--- config.mk ---
export PLATFORM = sky130hd
export DESIGN_NAME = iter_shift_unit
export DESIGN_NICKNAME = d
export VERILOG_FILES = /design/src/rtl/iter_shift_unit.sv
export SDC_FILE = /design/constraint.sdc
export NUM_CORES = 1
export LEC_CHECK = 0
export CORE_MARGIN = 2
export CORE_UTILIZATION = 57
export DETAILED_ROUTE_END_ITERATION = 10
export PLACE_DENSITY = 0.82
export SYNTH_ARGS = -nofsm -noshare
export SYNTH_HDL_FRONTEND = slang
export SYNTH_SLANG_ARGS = --single-unit
--- constraint.sdc ---
create_clock -name clock -period 4.7 [get_ports clock]
set_input_delay 0.705 -clock clock [delete_from_list [all_inputs] [get_ports clock]]
set_output_delay 0.705 -clock clock [all_outputs]
set_load 0.05 [all_outputs]
--- src/rtl/iter_shift_unit.sv ---
// rtl/iter_shift_unit.sv - multi-cycle parametrised shift/rotate unit with start/busy/done handshake
//
// Shifts or rotates an operand by up to STEP bit positions per clock until the
// requested amount has been applied, then pulses done for one cycle.
//
// Ports:
//   clock   rising-edge clock
//   clear   asynchronous active-high reset
//   start   request, accepted whenever busy is low (IDLE or DONE)
//   op      0 SHL, 1 SHR, 2 SHRA, 3 ROL, 4 ROR, 5..7 illegal
//   a       operand
//   amount  shift/rotate count, 0..WIDTH-1
//   busy    high while stepping (RUN)
//   done    one-cycle pulse, result valid
//   err     set when the accepted op was illegal, cleared on the next accepted start
//   result  working/result register
module iter_shift_unit #(
  parameter int WIDTH = 32,
  parameter int STEP  = 4,
  localparam int AMT_W = $clog2(WIDTH)
) (
  input  logic             clock,
  input  logic             clear,
  input  logic             start,
  input  logic [2:0]       op,
  input  logic [WIDTH-1:0] a,
  input  logic [AMT_W-1:0] amount,
  output logic             busy,
  output logic             done,
  output logic             err,
  output logic [WIDTH-1:0] result
);

  typedef enum logic [1:0] {
    IDLE = 2'd0,
    RUN  = 2'd1,
    DONE = 2'd2
  } state_t;

  // One extra bit so that STEP and WIDTH themselves are representable.
  localparam logic [AMT_W:0] STEP_W  = (AMT_W+1)'(STEP);
  localparam logic [AMT_W:0] WIDTH_W = (AMT_W+1)'(WIDTH);

  state_t           state_q, state_d;
  logic [2:0]       op_q;
  logic [AMT_W-1:0] remaining;
  logic [AMT_W:0]   k;
  logic [AMT_W:0]   k_inv;
  logic [AMT_W-1:0] rem_next;
  logic [WIDTH-1:0] stepped;
  logic             illegal_in;

  assign illegal_in = (op > 3'd4);

  // Step size for this cycle: never overshoot the remaining count.
  assign k        = ({1'b0, remaining} < STEP_W) ? {1'b0, remaining} : STEP_W;
  assign k_inv    = WIDTH_W - k;
  assign rem_next = remaining - k[AMT_W-1:0];

  // A right shift by WIDTH (k = 0) yields zero, so the rotate terms stay
  // correct even when k is zero.
  always_comb begin
    stepped = result;
    case (op_q)
      3'd0:    stepped = result << k;
      3'd1:    stepped = result >> k;
      3'd2:    stepped = $signed(result) >>> k;
      3'd3:    stepped = (result << k) | (result >> k_inv);
      3'd4:    stepped = (result >> k) | (result << k_inv);
      default: stepped = result;
    endcase
  end

  always_comb begin
    state_d = state_q;
    case (state_q)
      IDLE, DONE: begin
        state_d = IDLE;
        if (start) begin
          state_d = (amount == '0 || illegal_in) ? DONE : RUN;
        end
      end
      RUN: begin
        if (rem_next == '0) begin
          state_d = DONE;
        end
      end
      default: state_d = IDLE;
    endcase
  end

  always_ff @(posedge clock or posedge clear) begin
    if (clear) begin
      state_q <= IDLE;
    end else begin
      state_q <= state_d;
    end
  end

  always_ff @(posedge clock or posedge clear) begin
    if (clear) begin
      result    <= '0;
      remaining <= '0;
      op_q      <= 3'd0;
      err       <= 1'b0;
    end else if (state_q != RUN) begin
      if (start) begin
        result    <= a;
        op_q      <= op;
        remaining <= amount;
        err       <= illegal_in;
      end
    end else begin
      result    <= stepped;
      remaining <= rem_next;
    end
  end

  assign busy = (state_q == RUN);
  assign done = (state_q == DONE);

endmodule

# Yosys cells after proc, flatten, opt, wreduce, memory -nomap -nowiden
# Index checks and enable logic that the tools add are counted.
[classes]
n_addsub = 2
mul = 0
div = 0
n_lt_le_gt_ge = 2
n_eq_ne = 9
shifts = 5
muxes = 10
n_bitwise = 2
n_reduce_logical = 9
[ops]
columns = ["operator", "n"]
rows = [
  ["one-hot mux 32 bit (5 select lines)", 1],
  ["2-to-1 mux 32 bit", 2],
  ["bitwise OR 32 bit", 2],
  ["left shift 32 x 5 -> 32 bit", 1],
  ["left shift 32 x 6 -> 32 bit", 1],
  [">> shifter 32 x 5 -> 32 bit", 1],
  [">> shifter 32 x 6 -> 32 bit", 1],
  [">>> shifter 32 x 5 -> 32 bit", 1],
  ["2-to-1 mux 5 bit", 3],
  ["logical NOT 5 bit", 2],
  ["== test 3 x 2 -> 1 bit, second input constant", 2],
  ["2-to-1 mux 2 bit", 3],
  ["nonzero test 6 bit", 1],
  ["subtractor 6 x 5 -> 6 bit, first input constant", 1],
  ["< comparator 5 x 3 -> 1 bit, second input constant", 1],
  ["subtractor 5 bit", 1],
  ["!= test 2 x 1 -> 1 bit, second input constant", 2],
  ["one-hot mux 2 bit (2 select lines)", 1],
  ["AND reduction 2 bit", 2],
  ["== test 3 x 1 -> 1 bit, second input constant", 1],
  ["== test 3 bit, second input constant", 1],
  ["> comparator 3 bit, second input constant", 1],
  ["logical NOT 3 bit", 1],
  ["== test 2 x 1 -> 1 bit, second input constant", 1],
  ["5 further kinds", 5],
]
[totals]
reg_bits = 43
latch_bits = 0
ramBits = 0
rom_bits = 0
input_bits = 43
output_inout_bits = 35
wordCells = 44
n_memories = 0

# Depth between registers and ports, before layout
[logic_depth]
ltp_word = 7
ltp_mapped = 15
depth_no_buf = 10

# Least setup slack after synthesis
# No wires, ideal clock.
[synth_timing]
path_kind = "register -> register"
from = "register remaining[2]"
to = "register result[16]"
setup_time_ns = 0.134
arrival_ns = 3.274
setup_slack_ns = 1.291
stages_incl_launch_ff = 15
n_path_buf = 4
period_less_slack_ns = 3.409
path_cell_list = "dfrtp_1 > buf_2 > nor3_2 > and2_1 > buf_2 > inv_1 > buf_2 > ha_1 > or4_1 > and2_1 > buf_2 > mux4_2 > nor2_1 > a2111oi_0 > nor3_1"
[synth_via]
elab_chain_len = 7
elab_cells_between_ends = 12
cone_classes = "add/sub: 1; order compare: 1; shift: 5; mux: 3; bitwise: 2"
[synth_lines]
columns = ["item", "line_no", "rtl"]
rows = [
  ["start: declaration", "46", "logic [AMT_W-1:0] remaining;"],
  ["start signal: assignment", "110", "remaining <= amount;"],
  ["start signal: assignment", "115", "remaining <= rem_next;"],
  ["< comparator 5 x 3 -> 1 bit", "56", "assign k = ({1'b0, remaining} < STEP_W) ? {1'b0, remaining} : STEP_W;"],
  ["2-to-1 mux 5 bit (*)", "56", ""],
  ["subtractor 6 x 5 -> 6 bit", "57", "assign k_inv = WIDTH_W - k;"],
  ["left shift 32 x 6 -> 32 bit or >> shifter 32 x 6 -> 32 bit (tied branches)", "69, 68", ""],
  ["bitwise OR 32 bit (on tied branches)", "69, 68", ""],
  ["one-hot mux 32 bit (5 select lines) (*)", "64", "case (op_q)"],
  ["2-to-1 mux 32 bit (*)", "106", "end else if (state_q != RUN) begin"],
  ["end signal: assignment", "114", "result <= stepped;"],
  ["end: declaration", "31", "output logic [WIDTH-1:0] result"],
]
# Mark *: on every way between the ends. The rest lies on a longest branch, timed or not.
# A chain may end at the register's enable or synchronous reset.

# Final worst setup path
[layout_timing]
from = "register remaining[2]"
to = "register result[19]"
# The elaborated chain is that of the path after synthesis.

==> results by group <==
Worst setup path
  • R2r setup slk: about 550 ps
  • Critical Path Start Type: register
  • CP Data Arrival Time: approximately 4400 ps
  • Setup CP Type: register to register
  • RR Startpoint: remaining[2]$_DFFE_PP0P_
  • Crit. End Element: register
  • RR Endpoint: result[19]$_DFFE_PP0P_
  • Worst path required time: approximately 4900 ps
  • Worst R2R Path Depth: 10
  • Worst Path Max Fanout: 15

Clock network
  • Root Driver: clkbuf_8
  • # Post-CTS Setup Buffers: 0
  • Worst-path clk slew: 110 ps
  • Clock latency on the worst-skew pair: 330 ps
  • TritonCTS Sinks: between 40 and 50
  • TritonCTS clock tree: done
  • H-tree lvl count: 2
  • CTS hold repair buffers: 0
  • # resized after CTS: 0
  • CTS max path bufs: 2
  • CTS Buf Count: 5

Detailed routing
  • Detail Route Antenna Nets: 0
  • Drt wl/cell: between 20 and 30 µm
  • Via density: 7.534
  • DR iter-0 viols: between 900 and 1,000
  • Router iterations before antenna repair: 6
  • Routed wire length: between 20,000 and 30,000 µm
  • Via count: just over 7,000
  • Drt drc: 0

Floorplanning
  • Die H: ~110 µm
  • Core footprint: 10,140 µm²
  • Initial Util: roughly 58%
  • Die Width: 105.5 µm
  • Ports: between 70 and 80
  • # rows: 37
  • Die area: about 11,000 µm²

Worst hold path
  • Min-Delay Path Class: register to register
  • Hold Path Depth: 2
  • Hold-critical path endpoint: err$_DFFE_PP0P_
  • Hold path start: err$_DFFE_PP0P_

Finish
  • Synth-to-layout area growth: 14.28%
  • Fill cells: a little over 900
  • Cell Count, Final, Fillers Out: 946
  • Nets: between 800 and 900
  • Final core occ: approximately 66%
  • Share of layout cells above drive strength 1: around a tenth

Global route
  • Gr ovfl total: 0
  • First-pass GRT wire length: between 30,000 and 40,000 µm
  • Initial antenna violation count: 1
  • Vias in the first global route: 6,802
  • Largest net degree at the start of global routing: between 50 and 60
  • Gr usage total: between 40 and 50%

Timing
  • Final setup violation count: 0
  • Fin. Hold Viols: 0
  • Period utilization: between 80% and 90%
  • Setup TNS: 0 ps
  • Fmax: 241.2 MHz
  • Final WS setup: roughly 550 ps
  • Slew headroom: between 20% and 30%
  • Worst Clk Skew: roughly 14 ps
  • Minimum clock period: just over 4000 ps
  • Max-slew violations: 0
  • Worst-Margin Slew: 1069 ps
  • RSZ-0062 raised after global routing: no

Placed design
  • Gp weighted congestion: about 1.1
  • Inst Count DP: between 900 and 1,000
  • PortBufs: between 70 and 80
  • Placement Setup Slack: 685.6 ps
  • HPWL Detailed: around 18,000 µm

Synthesis
  • Post-synth top flop: dfrtp_1
  • Mapped cell area: 5869 µm²
  • Yosys cell types: 73
  • Avg Cell Area, Syn: between 7 and 8 µm²
  • Asr flop ratio synth: 100.0%
  • Post-synthesis sequential area ratio: 18.33%
  • Syn Nets: between 800 and 900
  • Post-synth EDFFs: 0
  • Synth Warn #: 0
  • Syn Inst Count: roughly 800
  • #FFs+latches synth: between 40 and 50

Run status
  • Status: finished clean

Job
  • Max Cap Violations: 0
## how the worst max path moves through the flow
stage,end,depth (start not counted),from
4_1_cts,result[19]$_DFFE_PP0P_,10,remaining[2]$_DFFE_PP0P_
3_3_place_gp,result[19]$_DFFE_PP0P_,11,remaining[2]$_DFFE_PP0P_
2_1_floorplan,result[16]$_DFFE_PP0P_,14,remaining[2]$_DFFE_PP0P_
6_report,result[19]$_DFFE_PP0P_,10,remaining[2]$_DFFE_PP0P_
5_1_grt,result[19]$_DFFE_PP0P_,10,remaining[2]$_DFFE_PP0P_
3_5_place_dp,result[19]$_DFFE_PP0P_,11,remaining[2]$_DFFE_PP0P_
## layout make-up
class                      instances  area (µm²)  area share, %
antenna                            1       2.502        0.03731
clock buffer                       6       82.58          1.231
clock inverter                     2       16.27         0.2425
inverter                          11       41.29         0.6156
multi-input combinational        650        4397          65.55
sequential                        43        1077          16.06
tap                              136       170.2          2.537
timing repair buffer              97       920.9          13.73
## worst max-delay path, cell delays in order, from the launching register on
cell	delay, ps
dfrtp_1	580
nor3_4	240
and2_1	410
inv_1	400
ha_1	340
or4_1	460
nand2_1	520
nand3_1	240
and3_1	260
a2111oi_0	430
o21ai_0	150
## sequential cells by signal (all words and copies together), names as in the netlist
name / count
result: 32
remaining: 5
op_q: 3
state_q: 2
err: 1
## routing by layer
metal	wire (µm)	share of wire (%)	GRT usage (%)
met1	9477	36	61.08
met2	11160	43	69.45
met3	3741	14	12.80
met4	1601	6.2	26.57
met5	0	0	0
## Yosys cell counts, types with 3 or more instances
master     number  area share, %
a2111oi_0       4           0.60
a211oi_1       10            1.3
a21o_1          4           0.51
a21oi_1        52            4.4
a221oi_1        5           0.75
a22o_1          3           0.45
a22oi_1         3           0.38
a31oi_1        29            3.1
and2_1          6           0.64
and3_1          8           0.85
buf_1           9           0.58
buf_2          17            1.4
buf_4           3           0.38
clkbuf_1       60            3.8
dfrtp_1        43             18
inv_1           9           0.58
mux2_2         18            3.5
mux2i_1        83             14
mux4_2         16            6.1
nand2_1       132            8.4
nand2b_1        3           0.32
nand3_1        25            2.1
nor2_1         42            2.7
nor2b_1         4           0.43
nor3_1         19            1.6
nor4_1          3           0.32
o2111ai_1       3           0.45
o211ai_1       20            2.6
o21a_1          4           0.51
o21ai_0        59            5.0
o221ai_1        4           0.60
o22ai_1         6           0.64
o311a_1         3           0.51
o311ai_0        3           0.45
o31ai_1         5           0.64
or3_1          24            2.6
or4_1           6           0.77
## cell usage in the layout (no fill, tap or decap), types with 4 or more instances in the layout
| cell type | n |
|---|---|
| inv_1 | 8 |
| nor3_1 | 19 |
| or4_1 | 6 |
| nor2_1 | 42 |
| clkbuf_8 | 6 |
| nor2b_1 | 4 |
| a31oi_1 | 29 |
| a21o_1 | 4 |
| a21oi_1 | 51 |
| o21ai_0 | 59 |
| clkdlybuf4s50_1 | 77 |
| mux2i_1 | 83 |
| dfrtp_1 | 42 |
| o221ai_1 | 4 |
| o211ai_1 | 20 |
| a221oi_1 | 5 |
| or3_1 | 24 |
| buf_4 | 20 |
| and2_1 | 6 |
| o21a_1 | 4 |
| o31ai_1 | 5 |
| mux2_2 | 18 |
| nand3_1 | 25 |
| and3_1 | 8 |
| nand2_1 | 132 |
| o22ai_1 | 6 |
| a2111oi_0 | 4 |
| a211oi_1 | 10 |
| mux4_2 | 16 |
## through the flow
stage	hold slack, ps	area (µm²)
2_1_floorplan	489.0	5869
3_3_place_gp	469.7	6606
3_5_place_dp	483.8	6606
4_1_cts	510.7	6705
5_1_grt	561.1	6705
6_report	512.0	6708
## logic make-up after synthesis
| kind of cell | Yosys count | share of synthesized area (%) |
|---|---|---|
| and+or+nand+nor | 289 | 23.62 |
| AOI/OAI and AO/OA | 238 | 26.16 |
| muxes | 118 | 23.98 |
| buffers and inverters | 102 | 7.120 |
| DFF | 43 | 18.33 |
| adders and majority gates | 2 | 0.4263 |
| xor gates and xnor gates | 2 | 0.2985 |
| other | 1 | 0.06389 |
Power is not shown: default switching activity piles up to over one toggle a cycle in this logic, so the estimate is an artifact.
